$ cat config.mk
export PLATFORM = sky130hd
export DESIGN_NAME = reset_seq_ctrl
export DESIGN_NICKNAME = d
export VERILOG_FILES = /design/src/rtl/reset_seq_ctrl.sv
export SDC_FILE = /design/constraint.sdc
export NUM_CORES = 1
export LEC_CHECK = 0
export CORE_MARGIN = 5
export CORE_UTILIZATION = 40
export DETAILED_ROUTE_END_ITERATION = 12
export PLACE_DENSITY = 0.73
export SYNTH_ARGS = -nofsm -noshare
export SYNTH_HDL_FRONTEND = slang
export SYNTH_SLANG_ARGS = --single-unit
$ cat constraint.sdc
create_clock -name clk_i -period 2.7 [get_ports clk_i]
set_input_delay 0.81 -clock clk_i [delete_from_list [all_inputs] [get_ports clk_i]]
set_output_delay 0.81 -clock clk_i [all_outputs]
set_load 0.05 [all_outputs]
$ cat src/rtl/reset_seq_ctrl.sv
// Ordered multi-domain reset sequencer: releases NUM_STAGES resets one at a time,
// each gated by its synchronised ready plus a stable-hold time, and re-asserts on ready loss.
module reset_seq_sync #(
  parameter int SYNC_STAGES = 2
) (
  input  logic clk_i,
  input  logic rst_n_i,
  input  logic d_i,
  output logic q_o
);
  (* ASYNC_REG = "TRUE" *) logic [SYNC_STAGES-1:0] sync_q;
  logic [SYNC_STAGES-1:0] sync_d;

  always_comb sync_d = {sync_q[SYNC_STAGES-2:0], d_i};

  always_ff @(posedge clk_i or negedge rst_n_i)
    if (!rst_n_i) sync_q <= '0;
    else          sync_q <= sync_d;

  assign q_o = sync_q[SYNC_STAGES-1];
endmodule

module reset_seq_ctrl #(
  parameter int NUM_STAGES    = 4,
  parameter int SYNC_STAGES   = 2,
  parameter int ASSERT_CYCLES = 32,
  parameter int HOLD_CYCLES   = 16,
  parameter logic [NUM_STAGES-1:0] READY_MASK = '1
) (
  input  logic                              clk_i,
  input  logic                              rst_n_i,
  input  logic [NUM_STAGES-1:0]             rdy_i,
  input  logic                              sw_rst_i,
  output logic [NUM_STAGES-1:0]             rst_o,
  output logic [NUM_STAGES-1:0]             rst_n_o,
  output logic [$clog2(NUM_STAGES+1)-1:0]   stage_o,
  output logic                              done_o,
  output logic [7:0]                        fault_cnt_o
);
  localparam int SW    = $clog2(NUM_STAGES+1);
  localparam int CMAX  = (ASSERT_CYCLES > HOLD_CYCLES) ? ASSERT_CYCLES : HOLD_CYCLES;
  localparam int CNT_W = $clog2(CMAX+1);

  typedef enum logic [1:0] {ST_ASSERT, ST_WAIT, ST_HOLD, ST_RUN} state_e;

  state_e                  state_q, state_d;
  logic [SW-1:0]           k_q, k_d;
  logic [CNT_W-1:0]        cnt_q, cnt_d;
  logic [7:0]              fcnt_q, fcnt_d;
  logic [NUM_STAGES-1:0]   rst_q, rst_d, rst_n_q;
  logic                    done_q;
  logic [NUM_STAGES-1:0]   rdy_raw, rdy_s;
  logic                    flt, rdy_k;
  logic [SW-1:0]           flt_j;

  for (genvar i = 0; i < NUM_STAGES; i++) begin : g_sync
    reset_seq_sync #(.SYNC_STAGES(SYNC_STAGES)) u_sync (
      .clk_i  (clk_i),
      .rst_n_i(rst_n_i),
      .d_i    (rdy_i[i]),
      .q_o    (rdy_raw[i])
    );
  end

  assign rdy_s = rdy_raw | ~READY_MASK;

  // Descending scan leaves the lowest dropped released stage in flt_j.
  always_comb begin
    flt   = 1'b0;
    flt_j = '0;
    rdy_k = 1'b0;
    for (int i = NUM_STAGES-1; i >= 0; i--) begin
      if (SW'(i) < k_q && !rdy_s[i]) begin
        flt   = 1'b1;
        flt_j = SW'(i);
      end
      if (SW'(i) == k_q) rdy_k = rdy_s[i];
    end
  end

  always_comb begin
    state_d = state_q;
    k_d     = k_q;
    cnt_d   = cnt_q;
    fcnt_d  = fcnt_q;
    if (sw_rst_i) begin
      state_d = ST_ASSERT;
      k_d     = '0;
      cnt_d   = '0;
    end else if (flt) begin
      state_d = ST_WAIT;
      k_d     = flt_j;
      cnt_d   = '0;
      if (fcnt_q != 8'hff) fcnt_d = fcnt_q + 8'd1;
    end else begin
      case (state_q)
        ST_ASSERT:
          if (cnt_q == CNT_W'(ASSERT_CYCLES-1)) begin
            state_d = ST_WAIT;
            cnt_d   = '0;
          end else begin
            cnt_d = cnt_q + 1'b1;
          end
        ST_WAIT:
          if (rdy_k) begin
            state_d = ST_HOLD;
            cnt_d   = '0;
          end
        ST_HOLD:
          if (!rdy_k) begin
            state_d = ST_WAIT;
          end else if (cnt_q == CNT_W'(HOLD_CYCLES-1)) begin
            k_d     = k_q + 1'b1;
            cnt_d   = '0;
            state_d = (k_q == SW'(NUM_STAGES-1)) ? ST_RUN : ST_WAIT;
          end else begin
            cnt_d = cnt_q + 1'b1;
          end
        default: ;
      endcase
    end
  end

  // Stage resets follow k directly: everything at or above the index is held.
  always_comb begin
    rst_d = '0;
    for (int i = 0; i < NUM_STAGES; i++) rst_d[i] = (SW'(i) >= k_d);
  end

  always_ff @(posedge clk_i or negedge rst_n_i)
    if (!rst_n_i) begin
      state_q <= ST_ASSERT;
      k_q     <= '0;
      cnt_q   <= '0;
      fcnt_q  <= '0;
      rst_q   <= '1;
      rst_n_q <= '0;
      done_q  <= 1'b0;
    end else begin
      state_q <= state_d;
      k_q     <= k_d;
      cnt_q   <= cnt_d;
      fcnt_q  <= fcnt_d;
      rst_q   <= rst_d;
      rst_n_q <= ~rst_d;
      done_q  <= (state_d == ST_RUN);
    end

  assign rst_o       = rst_q;
  assign rst_n_o     = rst_n_q;
  assign stage_o     = k_q;
  assign done_o      = done_q;
  assign fault_cnt_o = fcnt_q;
endmodule

==> metrics list <==
* Clock transition time at the flip-flop clock pins of the worst setup and hold paths: ~0.080 ns
- Count leader, synth: sky130_fd_sc_hd__dfrtp_1
* Setup repair after global routing missed its margin: false
* Per-cell routed wire length: 14.4 um
- The min-delay analysis places its worst path in the category reg -> reg.
* Number of non-filler instances in the completed layout: 260
* Cell types occupying the most area after synthesis: sky130_fd_sc_hd__dfrtp_1, sky130_fd_sc_hd__ha_1, sky130_fd_sc_hd__dfstp_2
* Fraction of final layout cells with drive strength greater than 1: 0.154
- Delay of the slowest critical-path stage: between 0.8 and 0.9 ns
* Final total negative setup slack: 0 ns
- Slew HR: 0.607
* Number of instances in the synthesized netlist: about 170
* Aggregate global routing overflow: 0
* DRC Markers: 0
- Relative to the synthesized area, the layout overhead comes to 25.1%.
- Area fraction of the dominant cell type after synthesis: 0.427
* Yosys reg bits: 35
- Final Hold Violating Endpoints: 0
* Required time of the worst setup path: roughly 1.9 ns
- Counting the fill cells in the layout gives 397.
- In the finished design, the share of the clock period the worst path needs comes to 0.928.
- Setup slack on the worst flop-to-flop path: between 0.2 and 0.3 ns
- Maximum number of pins on one net before global-route repair: 36
- The cell family contributing the most delay on the critical path is buffers and inverters.
* Nets: roughly 220
* Largest area contributor in the synthesized netlist: sky130_fd_sc_hd__dfrtp_1
- Cell variety after synth: 49
- The congestion estimate from routability-driven global placement came to between 0.8 and 0.9.
- Hold repair after CTS inserted 0 buffers.
- Total vias in the final route: about 1400
- Die Area: 0.00599 mm^2
- Buffers placed on the I/O ports in this run total 26.
* Seq/Total Area, Yosys: 0.485
- The first global-routing pass estimated around 6.5 mm of wire.
- Once the clock tree was built, the setup fixing pass inserted 0 buffers.
* Area of the core: roughly 0.0044 mm^2
- Critical path peak fanout: 8
* Clock latency on the worst-skew pair: roughly 0.3 ns
- The critical path is of the reg -> out type.
- Time the worst path needs with I/O delays and setup: approximately 2.5 ns
- Critical Path Source Type: register
- Number of flops mapped to enable cells by yosys: 0
- H-tree depth reported by CTS: 2
* Starting density of the core: 0.414
- Counting both buffers and inverters, the worst setup path holds a total of 1.
- Worst setup EP type: primary output
* Gates resized, CTS repair: 0
* Setup Skew: about 0.0053 ns
- Of all flip-flops after synthesis, the portion carrying an async set or reset was 1.00.
* Remaining number of nets flagged by the antenna check after routing: 0
- Across every metal layer, demand over resource in global routing totals 0.134.
- For this block, the routed nets add up to ~3.7 mm of wire.
- Max-cap violations in this run came to 0.
* CTS tree: built
- The run finished with clean final reports.
- The floorplan has 24 rows.
* Number of slew-limit violations in the final report: 0
* Routed vias/inst: approximately 5.3
- The slowest stage of the critical path belongs to the cell sky130_fd_sc_hd__clkdlybuf4s50_1.
- In this run the vertical extent of the chip is 77.4 um.
* PwrDens: between 900 and 1000 mW/mm^2
- Drt first-iter violations: between 80 and 90
- TritonCTS buffer count: 5
- The number of global-route vias before repair was between 1000 and 1500.
- Antenna violations before repair: 0
- Top cells by count, synth: sky130_fd_sc_hd__dfrtp_1, sky130_fd_sc_hd__a21oi_1, sky130_fd_sc_hd__nand2_1
- The signal on the critical path passes through clkdlybuf4s50_1.
- Inserted Diodes: 0
* Half-perimeter wire length after placement: approximately 2.6 mm
- Final setup fails: 0
- Yosys printed 0 warnings.
- The tree is rooted in a sky130_fd_sc_hd__clkbuf_8.
- Floorplan die width: ~77 um
* Static leakage: a little under 1 nW
- Max Clk Rate: around 400 MHz
* Synthesized area per cell: approximately 10 um^2
- Highest ir drop seen on vdd: 0.000552 V
- At the worst endpoint, the arrival time is ~1.7 ns.
- Post-synthesis net count: around 190
* Pre-Repair DR Iteration Count: 4
- Counting tap cells, the placed design contains a total of ~250 instances.
- Counting every sink on the clock net gives 35.
- Boundary Pins: 27
- Dominant register cell in the synthesized netlist: sky130_fd_sc_hd__dfrtp_1
- Counting along the longest clock path gives a buffer depth of 2.
- The cell area that synthesis handed to floorplanning was between 0.0015 and 0.002 mm^2.
* Worst slew pin tran: approximately 0.6 ns
cell families after synthesis:
group                      count (synthesis)  synth area share
AOI/OAI and AO/OA                         44             0.183
xor gates and xnor gates                   7            0.0338
adders and majority gates                 10            0.0675
buffers and inverters                     16            0.0393
DFF                                       35             0.485
muxes                                      2            0.0124
and+or+nand+nor                           59             0.179
power breakdown:
group	internal, mW	total, mW	switching, mW
clock	0.304	0.510	0.206
combinational	0.352	0.907	0.554
sequential	0.614	0.710	0.0954
routing by layer:
layer | vias to the layer above | global-route usage | routed length, um
li1 | 696 | - | -
met1 | 646 | 0.177 | 1840
met2 | 36 | 0.205 | 1690
met3 | 7 | 0.0359 | 137
met4 | 0 | 0.0619 | 78
met5 | - | 0 | 0
registers in the layout, summed over array words and instances, names as in the netlist:
register / cells
rst_n_o: 3
cnt_q: 6
rst_o: 4
stage_o: 3
state_q: 2
g_sync.u_sync.sync_q: 8
done_o: 1
fault_cnt_o: 8
area by class of cell:
type	instances	area [um^2]	share of cell area
Tap cell	52	65.1	0.0287
Clock buffer	6	82.6	0.0364
Sequential cell	35	882	0.388
Clock inverter	2	38.8	0.0171
Timing Repair Buffer	30	290	0.128
Inverter	13	48.8	0.0215
Multi-Input combinational cell	122	863	0.380
cells in the final DEF (no fill, tap or decap), types with 5 or more instances in the layout:
cell / n
sky130_fd_sc_hd__nand4_1: 6
sky130_fd_sc_hd__nand2_1: 13
sky130_fd_sc_hd__nand3_1: 5
sky130_fd_sc_hd__o21ai_0: 11
sky130_fd_sc_hd__a21oi_1: 13
sky130_fd_sc_hd__dfrtp_1: 30
sky130_fd_sc_hd__ha_1: 9
sky130_fd_sc_hd__nor2_1: 11
sky130_fd_sc_hd__clkbuf_8: 6
sky130_fd_sc_hd__inv_1: 12
sky130_fd_sc_hd__clkdlybuf4s50_1: 26
sky130_fd_sc_hd__xnor2_1: 6
per-stage QoR:
step | worst slack (ns) | util | total power, mW | hold WS (ns) | area (um^2)
after floorplan | 0.121 | - | 1.35 | 0.331 | 1820
after global placement | 0.365 | 0.490 | 1.60 | 0.333 | 2150
after detailed placement | 0.318 | 0.490 | 1.61 | 0.336 | 2150
after CTS | 0.185 | 0.518 | 2.13 | 0.353 | 2270
after global routing | 0.119 | 0.518 | 2.25 | 0.357 | 2270
final | 0.194 | 0.518 | 2.13 | 0.351 | 2270
path summary, 6_finish.rpt:
kind                       depth (start not counted)                                  from                                   end
max                                                1                  stage_o[2]$_DFF_PN0_                            stage_o[2]
min                                                0  g_sync[3].u_sync.sync_q[0]$_DFF_PN0_  g_sync[3].u_sync.sync_q[1]$_DFF_PN0_
max reg2reg                                        8                  stage_o[0]$_DFF_PN0_                  cnt_q[5]$_DFFE_PN0P_
min reg2reg                                        0  g_sync[3].u_sync.sync_q[0]$_DFF_PN0_  g_sync[3].u_sync.sync_q[1]$_DFF_PN0_
max in group asynchronous                          2                               rst_n_i                    rst_o[2]$_DFF_PN1_
min in group asynchronous                          2                               rst_n_i                  stage_o[1]$_DFF_PN0_
Power figures use the tool's default switching activity.
